**src/rtl/mem_wb_stage.sv**
```systemverilog
// MEM/WB pipeline stage: aligns load data, builds per-byte write enables,
// flags misaligned loads and counts retired instructions.
module mem_wb_stage #(
    parameter bit ZERO_SUPPRESS = 1'b1
) (
    input  logic        clk,
    input  logic        rst,
    input  logic        stall,
    input  logic        flush,
    input  logic        exmem_valid,
    input  logic [4:0]  exmem_rd_addr,
    input  logic [3:0]  exmem_byte_en,
    input  logic [31:0] exmem_result,
    input  logic        exmem_mem_read,
    input  logic [2:0]  exmem_load_op,
    input  logic [31:0] dmem_rdata,
    output logic        memwb_valid,
    output logic [4:0]  memwb_rd_addr,
    output logic [3:0]  memwb_byte_en,
    output logic [31:0] memwb_data,
    output logic        memwb_misalign,
    output logic [31:0] retire_cnt
);

    localparam logic [2:0] OP_LW  = 3'b000;
    localparam logic [2:0] OP_LB  = 3'b001;
    localparam logic [2:0] OP_LBU = 3'b010;
    localparam logic [2:0] OP_LH  = 3'b011;
    localparam logic [2:0] OP_LHU = 3'b100;
    localparam logic [2:0] OP_LWL = 3'b101;
    localparam logic [2:0] OP_LWR = 3'b110;

    // LW (and the reserved encoding) need word alignment, halfwords need even addresses.
    function automatic logic load_misalign(input logic [2:0] op, input logic [1:0] a);
        case (op)
            OP_LB, OP_LBU, OP_LWL, OP_LWR: load_misalign = 1'b0;
            OP_LH, OP_LHU:                 load_misalign = a[0];
            default:                       load_misalign = (a != 2'd0);
        endcase
    endfunction

    function automatic logic [31:0] load_data(input logic [2:0] op, input logic [1:0] a,
                                              input logic [31:0] rdata);
        logic [7:0]  byte_sel;
        logic [15:0] half_sel;
        byte_sel = rdata[8*a +: 8];
        half_sel = a[1] ? rdata[31:16] : rdata[15:0];
        case (op)
            OP_LB:   load_data = {{24{byte_sel[7]}}, byte_sel};
            OP_LBU:  load_data = {24'd0, byte_sel};
            OP_LH:   load_data = {{16{half_sel[15]}}, half_sel};
            OP_LHU:  load_data = {16'd0, half_sel};
            OP_LWL: begin
                case (a)
                    2'd0:    load_data = {rdata[7:0], 24'd0};
                    2'd1:    load_data = {rdata[15:0], 16'd0};
                    2'd2:    load_data = {rdata[23:0], 8'd0};
                    default: load_data = rdata;
                endcase
            end
            OP_LWR: begin
                case (a)
                    2'd0:    load_data = rdata;
                    2'd1:    load_data = {8'd0, rdata[31:8]};
                    2'd2:    load_data = {16'd0, rdata[31:16]};
                    default: load_data = {24'd0, rdata[31:24]};
                endcase
            end
            default: load_data = rdata;
        endcase
    endfunction

    function automatic logic [3:0] load_be(input logic [2:0] op, input logic [1:0] a);
        case (op)
            OP_LWL: begin
                case (a)
                    2'd0:    load_be = 4'b1000;
                    2'd1:    load_be = 4'b1100;
                    2'd2:    load_be = 4'b1110;
                    default: load_be = 4'b1111;
                endcase
            end
            OP_LWR: begin
                case (a)
                    2'd0:    load_be = 4'b1111;
                    2'd1:    load_be = 4'b0111;
                    2'd2:    load_be = 4'b0011;
                    default: load_be = 4'b0001;
                endcase
            end
            default: load_be = 4'b1111;
        endcase
    endfunction

    logic [1:0]  addr_lo_p0;
    logic        mis_p0;
    logic [31:0] data_p0;
    logic [3:0]  be_p0;
    logic        retire_p0;

    // Stage p0: combinational alignment of the EX/MEM fields
    always_comb begin
        addr_lo_p0 = exmem_result[1:0];
        mis_p0     = exmem_valid && exmem_mem_read && load_misalign(exmem_load_op, addr_lo_p0);
        data_p0    = exmem_result;
        be_p0      = exmem_byte_en;
        if (exmem_mem_read) begin
            if (mis_p0) begin
                data_p0 = dmem_rdata;
            end else begin
                data_p0 = load_data(exmem_load_op, addr_lo_p0, dmem_rdata);
            end
            be_p0 = load_be(exmem_load_op, addr_lo_p0);
        end
        if (mis_p0 || !exmem_valid || (ZERO_SUPPRESS && exmem_rd_addr == 5'd0)) begin
            be_p0 = 4'b0000;
        end
        retire_p0 = exmem_valid && !mis_p0;
    end

    // Stage p1: registered write-back triple and retire counter
    always_ff @(posedge clk) begin
        if (rst) begin
            memwb_valid    <= 1'b0;
            memwb_rd_addr  <= 5'd0;
            memwb_byte_en  <= 4'b0000;
            memwb_data     <= 32'd0;
            memwb_misalign <= 1'b0;
            retire_cnt     <= 32'd0;
        end else if (flush) begin
            memwb_valid    <= 1'b0;
            memwb_rd_addr  <= 5'd0;
            memwb_byte_en  <= 4'b0000;
            memwb_data     <= 32'd0;
            memwb_misalign <= 1'b0;
        end else if (!stall) begin
            memwb_valid    <= exmem_valid;
            memwb_rd_addr  <= exmem_rd_addr;
            memwb_byte_en  <= be_p0;
            memwb_data     <= data_p0;
            memwb_misalign <= mis_p0;
            if (retire_p0) begin
                retire_cnt <= retire_cnt + 32'd1;
            end
        end
    end

endmodule

```
**config.mk**
```make
export PLATFORM = sky130hd
export DESIGN_NAME = mem_wb_stage
export DESIGN_NICKNAME = d
export VERILOG_FILES = /design/src/rtl/mem_wb_stage.sv
export SDC_FILE = /design/constraint.sdc
export NUM_CORES = 1
export LEC_CHECK = 0
export BUFFER_PORTS_ARGS = -buffer_cell sky130_fd_sc_hd__buf_2
export CORE_MARGIN = 2
export CORE_UTILIZATION = 53
export CTS_CLUSTER_DIAMETER = 30
export DETAILED_ROUTE_END_ITERATION = 7
export PLACE_DENSITY_LB_ADDON = 0.15
export SYNTH_ARGS = -nofsm -noshare
export SYNTH_HDL_FRONTEND = slang
export SYNTH_SLANG_ARGS = --single-unit
```
**constraint.sdc**
```tcl
create_clock -name clk -period 2 [get_ports clk]
set_input_delay 0.2 -clock clk [delete_from_list [all_inputs] [get_ports clk]]
set_output_delay 0.2 -clock clk [all_outputs]
set_load 0.1 [all_outputs]
```
### After elaboration in Yosys (flattened, before gate mapping)

Cells that the tools add are included.
W data, S select, Z words.

| operators by class | value |
|---|---|
| multiplexer cells | 12 |
| equality and inequality tests | 8 |
| shifts and indexed selects | 1 |
| add/subtract/negate cells | 1 |
| reductions and logical operators | 14 |
| bitwise logic cells | 2 |

Operator list:

| operator | count |
|---|---|
| $pmux W32 S3 | 2 |
| $pmux W32 S6 | 1 |
| $mux W32 | 2 |
| $add A32 B1 Y32 const B | 1 |
| $shiftx A32 B6 Y8 | 1 |
| $mux W16 | 1 |
| $pmux W4 S3 | 1 |
| $eq A3 B3 Y1 const B | 3 |
| $pmux W3 S3 | 1 |
| $mux W4 | 2 |
| $pmux W4 S2 | 1 |
| $eq A3 B2 Y1 const B | 2 |
| $logic_not A5 Y1 | 1 |
| $reduce_or A2 Y1 | 2 |
| $reduce_or A4 Y1 | 1 |
| $eq A3 B1 Y1 const B | 1 |
| $logic_and A1 B1 Y1 | 3 |
| $reduce_and A3 Y1 | 1 |
| $eq A2 B1 Y1 const B | 1 |
| $eq A2 B2 Y1 const B | 1 |
| $logic_not A1 Y1 | 2 |
| $logic_not A2 Y1 | 1 |
| $logic_or A1 B1 Y1 | 2 |
| $not A1 Y1 | 2 |
| other kinds (2) | 2 |

| storage, ports and cells | value |
|---|---|
| bits in registers | 75 |
| bits of input ports | 82 |

### Longest topological paths before layout

Gate-level depths: netlist of the first run.

| depth | value |
|---|---|
| word-level depth | 7 |
| mapped depth | 8 |
| mapped depth without buffers | 5 |

### Worst setup path after synthesis of the first run

OpenSTA, ideal clock, no wires.

| timing path | value |
|---|---|
| kind | reg-to-reg |
| from | register retire_cnt[2] |
| to | register retire_cnt[29] |
| library setup time | 0.123 ns |
| setup slack | -0.570 ns |
| stages on the path, launching flop included | 6 |
| path buffers | 0 |
| clock period less this slack | 2.570 ns |
| arrival time | 2.446 ns |
| path through | dfxtp_1 and4_1 nand4b_4 a211oi_4 nand4_1 mux2_1 |

| on the way | value |
|---|---|
| word-level cells in the longest chain between the ends | 1 |

Ends and longest elaborated chain:

| what | line | RTL |
|---|---|---|
| from (decl) | 22 | `output logic [31:0] retire_cnt` |
| from (signal assigned) | 143 | `retire_cnt <= retire_cnt + 32'd1;` |
| $add A32 B1 Y32 | 143 |  |

Every way passes these cells.
A chain may end at the register's enable or synchronous reset.

### Worst setup path in the final report of the first run

| timing path | value |
|---|---|
| from | register retire_cnt[3] |
| to | register retire_cnt[27] |

The elaborated chain is that of the path after synthesis.

==> results of run 1 <==
flip-flops by register name, indices dropped and copies added (netlist names):
name            flops
memwb_misalign      1
memwb_byte_en       4
memwb_rd_addr       5
memwb_valid         1
retire_cnt         32
memwb_data         32
cell type report:
cell class / count / area, sq um / share of cell area, %
Multi-Input combinational cell: 471 / 3376 / 51.37
Sequential cell: 75 / 1583 / 24.09
Timing Repair Buffer: 195 / 1149 / 17.48
Clock buffer: 13 / 180.2 / 2.742
Tap cell: 133 / 166.4 / 2.532
Inverter: 26 / 97.59 / 1.485
Clock inverter: 3 / 20.02 / 0.3046
cell usage after synthesis (all sizes together), types with 5 or more instances:
library cell   n  share of area [%]
a311oi         7                1.2
mux2          17                3.7
a21oi         48                4.6
o311ai         7                1.2
o21ai         35                3.4
dfxtp         75                 29
a211oi        30                5.1
clkbuf        25                1.8
o2111a         7                1.5
inv           26                1.9
mux4           8                3.4
a22oi          9                1.3
xnor2         24                4.0
a21o           8                1.1
nor3          21                2.2
mux2i         14                2.7
and4           5               0.84
nand2         63                4.5
nor2b          5               0.65
o221ai         7                1.2
nand3         21                2.3
nor2          50                3.6
a2111oi       11                3.4
o22ai         16                2.2
buf           28                3.3
o2111ai        8                1.3
worst min-delay path: stages:
cell	delay (ns)
buf_2	0.09
mux2i_1	0.05
nor2_1	0.07
cell families after synthesis:
kind of cell / Yosys count
adders and majority gates: 1
and+or+nand+nor: 191
AOI/OAI and AO/OA: 215
muxes: 39
xor gates and xnor gates: 25
buffers and inverters: 79
DFF: 75
where the power goes:
part | switching [mW] | internal [mW]
clock network | 0.590 | 0.593
logic | 0.776 | 0.362
registers | 0.0206 | 1.50
total | 1.39 | 2.46
per-layer routing:
layer	up-vias	part of all wire [%]
li1	2653	-
met5	-	0
met4	0	4.1
met3	57	7.5
met2	286	50
met1	2698	38
metrics by stage:
| stage | setup WS (ns) | hold slack (ns) | instances |
|---|---|---|---|
| 2_1_floorplan | -0.05552 | 0.3439 | 625 |
| 3_3_place_gp | 0.1311 | 0.4480 | 900 |
| 3_5_place_dp | 0.06274 | 0.4586 | 900 |
| 4_1_cts | 0.2516 | 0.07576 | 916 |
| 5_1_grt | 0.1627 | 0.1063 | 916 |
| 6_report | 0.2585 | 0.07792 | 916 |
worst paths after layout:
path               startpoint          endpoint  slack (ns)  cells after the start
min reg2reg       memwb_valid       memwb_valid        0.47                      2
max             retire_cnt[3]    retire_cnt[27]        0.26                      6
min          exmem_rd_addr[0]  memwb_rd_addr[0]        0.08                      3
max reg2reg     retire_cnt[3]    retire_cnt[27]        0.26                      6
layout by cell type (no fill, tap or decap), drive strengths merged, types with 2 or more instances in the layout:
cell and instances:
buf 195, dfxtp 75, nand2 63, nor2 50, a21oi 48, o21ai 35, a211oi 30, inv 26
xnor2 24, nor3 21, nand3 21, mux2 17, o22ai 16, mux2i 14, clkbuf 13, a2111oi 11
a22oi 9, o2111ai 8, mux4 8, a21o 8, o2111a 7, a311oi 7, o311ai 7, o221ai 7
and4 5, nor2b 5, a32o 4, nand2b 4, nand4 4, a31o 4, and3 3, nor3b 3
or2 3, a31oi 3, and3b 2, o22a 2, clkinvlp 2
==> out/qor.txt, run 1 <==
outcome -> completed
vias per std cell -> 6.216
DP Area -> 0.006371 sq mm
Slew @ Worst Pin -> 0.9576 ns
slowest cell on the critical path -> dfxtp_4
Rel. slew slack -> 36.03%
H-tree levels -> 3
Mapped Cells -> 625
Critical Path Sink Type -> flop
overall power -> 3.845 mW
flops & latches, synth -> 75
fill cell count -> 877
largest net degree at the start of global routing -> 40
Critical Path Start Type -> flop
drt initial violations -> 348
kind of critical path -> reg2reg
GR peak layer -> met2
Buf/Inv on CP -> 1
TritonCTS clock tree -> yes
arrival time at the worst endpoint -> 2.00 ns
Synth-to-Final Area Change -> 25.50%
Antenna Violating Nets Remaining -> 0
fin crit share -> 87.08%
GR Util All Layers -> 31.52%
Util after Layout -> 67.86%
setup TNS -> 0 ns
max-cap viol count -> 0
routed wire length -> 16970 um
post-CTS setup buffers -> 0
Adder-Cell Fraction of Synth Area -> 0.2389%
ys async rst share -> 0%
TritonRoute pass-1 iters -> 6
die area -> 0.01069 sq mm
CP cell instances -> and4_1 > nand4b_4 > a211oi_4 > buf_4 > a21oi_1 > a31o_2
Core Region -> 0.009684 sq mm
complex-gate fraction of the synthesized area -> 31.57%
RSZ-0062 raised after global routing -> no
Ports -> 157
grt ovf -> 0
Die Width -> 103.4 um
minimum clock period -> 1.742 ns
post-synthesis sequential area ratio -> 28.67%
Clk pin slew, worst setup/hold paths -> 0.08 ns
Post-synth EDFFs -> 0
xor and xnor area share after synthesis -> 4.182%
vias in the first global route -> 5442
Initial Util -> 54.07%
Rows -> 36
met3 Track Usage GR -> 4.973%
maximum root-to-sink buffer count -> 2
mux contribution to synthesized area -> 9.773%
Clk Tree Root Cell -> clkbuf_8
DRC Markers -> 0
Worst Clk Skew -> 0.006739 ns
Final Cell Area -> 0.006571 sq mm
DR vias -> 5694
GR Layer Usage met2 -> 56.03%
Die H -> 103.4 um
largest family of logic cells by synthesized area -> compound AO/OA/AOI/OAI gates
PwrDens -> 585.1 mW/mm^2
Syn Area/Cell -> 8.378 sq um
synth unique cells -> 72
Worst-Skew Late Latency -> 0.36 ns
Leakage Power -> 2.701 nW
post-cts resize count -> 0
DP Wirelength -> 12550 um
Placer Congestion -> 0.9359
# setup viols final -> 0
peak supply drop -> 0.2923 mV
Slew Limit Fails -> 0
mapped cell area -> 0.005236 sq mm
Hold Violations, Final -> 0
Synth warnings -> 0
# hold bufs at CTS -> 0
CP delay by family, top -> simple AND/OR/NAND/NOR gates
met1 usage -> 35.99%
crit-path max FO -> 8
Hold WC Path Type -> in2reg
share of layout cells above drive strength 1 -> 37.55%
post-synthesis simple-gate area fraction -> 18.59%
initial antenna violation count -> 0
ANT cells -> 0
Fmax achieved -> 574.2 MHz
port bufs -> 156
CTS buffer count -> 9
Syn Nets -> 708
CP peak stage delay -> 0.37 ns
Final nets -> 861
Worst Path Required -> 2.26 ns
prevailing post-synth register cell -> dfxtp_1
clk sink count -> 75
global-route wire length before repair -> 26170 um
drt wl/cell -> 18.52 um
No activity file was read; power rests on OpenSTA's default activity.
==> inputs of run 2 (changes only) <==
- PLACE_DENSITY: default -> 0.89
- PLACE_DENSITY_LB_ADDON: 0.15 -> default
==> out/qor.txt, run 2 (synthesis results as in run 1) <==
outcome -> completed
vias per std cell -> 6.335
Hold WC Path Type -> in2reg
share of layout cells above drive strength 1 -> 37.99%
most common cell after layout, fill and taps aside -> buf_2
Worst Clk Skew -> 0.01044 ns
# setup viols final -> 0
peak supply drop -> 0.3866 mV
largest net degree at the start of global routing -> 38
kind of critical path -> in2reg
overall power -> 4.007 mW
Worst Path Required -> 2.25 ns
vias in the first global route -> 5385
Ports -> 157
Synth-to-Final Area Change -> 26.12%
GR Util All Layers -> 31.87%
CP cell instances -> buf_2 > and3b_1 > a211oi_4 > a211oi_2 > nand3_1 > mux2_1
TritonCTS clock tree -> yes
Leakage Power -> 2.729 nW
Rows -> 36
Initial Util -> 54.07%
clk sink count -> 75
CP peak stage delay -> 0.91 ns
Die Width -> 103.4 um
arrival time at the worst endpoint -> 2.12 ns
# hold bufs at CTS -> 0
Critical Path Start Type -> primary input
Core Region -> 0.009684 sq mm
Final nets -> 865
RSZ-0062 raised after global routing -> no
PwrDens -> 606.8 mW/mm^2
Critical Path Sink Type -> flop
ANT cells -> 0
worst setup margin -> 0.1258 ns
slowest cell on the critical path -> a211oi_4
H-tree levels -> 3
max-cap viol count -> 0
Placer Congestion -> 0.9812
Finished Layout Cells -> 920
Clk Tree Root Cell -> clkbuf_8
Hold Violations, Final -> 0
CTS buffer count -> 9
Slew Limit Fails -> 0
most frequent cells in the layout -> buf_2 (156), nand2_1 (63), nor2_1 (50), dfxtp_1 (50), a21oi_1 (48)
post-cts resize count -> 0
Antenna Violating Nets Remaining -> 0
biggest regs -> memwb_data x32, retire_cnt x32, memwb_rd_addr x5
setup TNS -> 0 ns
DRC Markers -> 0
initial antenna violation count -> 0
crit-path max FO -> 19
Placed Cells -> 904
drt wl/cell -> 18.69 um
DP Wirelength -> 12700 um
grt ovf -> 0
die area -> 0.01069 sq mm
Slew @ Worst Pin -> 1.064 ns
fin crit share -> 93.71%
maximum root-to-sink buffer count -> 2
Die H -> 103.4 um
post-CTS setup buffers -> 0
pre-CTS WS -> -0.2356 ns
TritonRoute pass-1 iters -> 5
DR vias -> 5828
Fmax achieved -> 533.6 MHz
Buf/Inv on CP -> 1
routed wire length -> 17200 um
Clk pin slew, worst setup/hold paths -> 0.09 ns
global-route wire length before repair -> 26800 um
Worst-Skew Late Latency -> 0.37 ns
minimum clock period -> 1.874 ns
Rel. slew slack -> 28.82%
Util after Layout -> 68.19%
CP delay by family, top -> compound AO/OA/AOI/OAI gates
drt initial violations -> 645
port bufs -> 156
run 2: cell count changes in the layout (fill, tap and decap cells not counted), moves of 2 or more:
cell	previous run	this run
clkinv_4	0	2
buf_4	33	39
clkinvlp_4	2	0
buf_12	6	4
run 2: per-layer routing:
layer	track usage, %	wire length, um	vias up
met1	42.36	6881	2724
met3	5.242	1783	46
li1	-	-	2668
met5	0	0	-
met2	52.26	8087	390
met4	11.64	444	0
run 2: final timing paths:
path	from	slack, ns	endpoint	depth (start not counted)
max	exmem_load_op[1]	0.13	retire_cnt[28]	6
min	exmem_rd_addr[4]	0.08	memwb_rd_addr[4]	3
max reg2reg	retire_cnt[2]	0.23	retire_cnt[23]	6
min reg2reg	memwb_misalign	0.50	memwb_misalign	2
run 2: layout make-up:
| cell class | count | area [sq um] |
|---|---|---|
| Fill cell | 794 | 3080 |
| Tap cell | 133 | 166.4 |
| Inverter | 26 | 97.59 |
| Clock buffer | 12 | 166.4 |
| Multi-Input combinational cell | 471 | 3381 |
| Timing Repair Buffer | 199 | 1154 |
| Clock inverter | 4 | 56.30 |
| Sequential cell | 75 | 1583 |
run 2: stage by stage:
stage / hold WS [ns] / instance area [sq um]
floorplan: 0.3439 / 5318
global placement: 0.4449 / 6376
detailed placement: 0.4582 / 6376
CTS: 0.07013 / 6599
global route: 0.08697 / 6604
finish: 0.07546 / 6604
run 2: power breakdown:
| part | total [mW] | switching (mW) | leakage, nW | internal (mW) |
|---|---|---|---|---|
| registers | 1.53 | 0.0241 | 0.627 | 1.50 |
| clock network | 1.33 | 0.632 | 0.112 | 0.697 |
| logic | 1.15 | 0.780 | 1.99 | 0.370 |
run 2: worst min-delay path, stage by stage:
cell	delay [ns]
buf_2	0.09
mux2i_1	0.06
nor2_1	0.07
==> inputs of run 3 (changes only) <==
- CORE_ASPECT_RATIO: default -> 1.1
- CORE_UTILIZATION: 53 -> 54
- CTS_BUF_LIST: default -> sky130_fd_sc_hd__clkbuf_4
- HOLD_SLACK_MARGIN: default -> 0.05
- PLACE_DENSITY: 0.89 -> 0.9
==> out/qor.txt, run 3 (synthesis results as in run 1) <==
die area -> 0.01050 sq mm
DR vias -> 5840
most common cell after layout, fill and taps aside -> buf_2
Core Region -> 0.009398 sq mm
Synth-to-Final Area Change -> 24.64%
share of layout cells above drive strength 1 -> 37.31%
Die Width -> 97.89 um
minimum clock period -> 1.783 ns
Worst Path Required -> 2.40 ns
Clk Tree Root Cell -> clkbuf_4
drt initial violations -> 534
vias in the first global route -> 5608
Fin Hold WS -> 0.05650 ns
Hold WC Path Type -> in2reg
worst reg-to-reg path cell count -> 5
Critical Path Start Type -> primary input
overall power -> 3.704 mW
grt ovf -> 0
Die H -> 107.3 um
DP Wirelength -> 12760 um
arrival time at the worst endpoint -> 2.18 ns
TritonRoute pass-1 iters -> 5
outcome -> completed
initial antenna violation count -> 0
Worst Hold Depth -> 3
# setup viols final -> 0
DRC Markers -> 0
global-route wire length before repair -> 27880 um
Worst Clk Skew -> 0.01267 ns
Ports -> 157
RSZ-0062 raised after global routing -> no
Fmax achieved -> 560.9 MHz
Initial Util -> 55.72%
Slew @ Worst Pin -> 1.044 ns
reg2reg end -> retire_cnt[28]
Antenna Violating Nets Remaining -> 0
drt wl/cell -> 19.43 um
biggest regs -> memwb_data x32, retire_cnt x32, memwb_rd_addr x5
Leakage Power -> 2.692 nW
RR Startpoint -> retire_cnt[2]
Slew Limit Fails -> 0
Finished Layout Cells -> 906
Placed Cells -> 883
hold wc startpoint -> exmem_result[3]
clk sink count -> 75
fin crit share -> 89.15%
Hold Violations, Final -> 0
post-CTS setup buffers -> 0
Util after Layout -> 69.44%
WHS Endpoint -> memwb_data[3]
H-tree levels -> 3
CTS buffer count -> 9
max-cap viol count -> 0
routed wire length -> 17600 um
GR Util All Layers -> 33.08%
R2R Setup Slk -> 0.23 ns
Clk pin slew, worst setup/hold paths -> 0.14 ns
kind of critical path -> in2reg
port bufs -> 156
Worst-Skew Late Latency -> 0.47 ns
vias per std cell -> 6.446
crit-path max FO -> 10
largest net degree at the start of global routing -> 56
most frequent cells in the layout -> buf_2 (156), nand2_1 (63), nor2_1 (50), dfxtp_1 (50), a21oi_1 (48)
Final nets -> 866
PwrDens -> 567.6 mW/mm^2
Placer Congestion -> 0.9438
Critical Path Sink Type -> flop
TritonCTS clock tree -> yes
maximum root-to-sink buffer count -> 2
peak supply drop -> 0.2870 mV
Rel. slew slack -> 30.28%
Rows -> 37
## run 3: changes by cell type in the layout (fill, tap and decap cells not counted), sizes merged
cell,previous run,this run
dlygate4sd3,0,6
buf,199,194
clkinv,2,0
clkinvlp,0,2
clkbuf,12,11
diode,0,1
inv,27,28
## run 3: worst max path at each step
stage | slack, ns | endpoint | depth (start not counted) | start
finish | 0.22 | memwb_data[13] | 9 | exmem_load_op[0]
global route | 0.04 | memwb_data[10] | 9 | exmem_load_op[0]
CTS | 0.23 | retire_cnt[28] | 5 | retire_cnt[2]
detailed placement | -0.17 | retire_cnt[28] | 6 | exmem_load_op[2]
global placement | -0.1 | retire_cnt[28] | 6 | exmem_load_op[0]
floorplan | -0.06 | retire_cnt[29] | 5 | retire_cnt[20]
## run 3: timing repair
| item | in CTS | in global routing |
|---|---|---|
| hold endpoints to repair | 6 | 0 |
| hold buffers | 6 | 0 |
| gates resized for setup | 0 | 0 |
| endpoints found under the setup margin | 0 | 0 |
## run 3: where the power goes
| group | internal [mW] | switching, mW | total (mW) |
|---|---|---|---|
| logic | 0.368 | 0.787 | 1.16 |
| registers | 1.51 | 0.0227 | 1.53 |
| clock network | 0.417 | 0.603 | 1.02 |
## run 3: layout make-up
| cell class | instances | area (sq um) |
|---|---|---|
| Clock buffer | 11 | 82.58 |
| Fill cell | 762 | 2872 |
| Inverter | 26 | 97.59 |
| Clock inverter | 5 | 62.56 |
| Antenna cell | 1 | 2.502 |
| Sequential cell | 75 | 1583 |
| Tap cell | 117 | 146.4 |
| Multi-Input combinational cell | 471 | 3376 |
| Timing Repair Buffer | 200 | 1176 |
## run 3: routing by layer
layer | share of wire [%] | track usage [%] | vias up
met5 | 0 | 0 | -
met4 | 3.6 | 16.47 | 0
met3 | 11 | 7.662 | 61
met2 | 47 | 53.67 | 380
met1 | 39 | 41.35 | 2722
li1 | - | - | 2677
## run 3: per-stage QoR
| stage | instance area [sq um] | setup TNS (ns) | setup slack (ns) |
|---|---|---|---|
| detailed placement | 6319 | -3.842 | -0.1733 |
| global placement | 6319 | -1.102 | -0.09687 |
| finish | 6526 | 0 | 0.2171 |
| global route | 6524 | 0 | 0.03921 |
| floorplan | 5318 | -0.05552 | -0.05552 |
| CTS | 6524 | 0 | 0.2282 |
## run 3: worst max-delay path, stage by stage
cell and delay (ns):
buf_2 0.09, buf_4 0.12, buf_4 0.16, nor3b_1 0.85
nand2_1 0.20, nand3_1 0.18, buf_4 0.18, a211oi_1 0.05
nor3_1 0.14
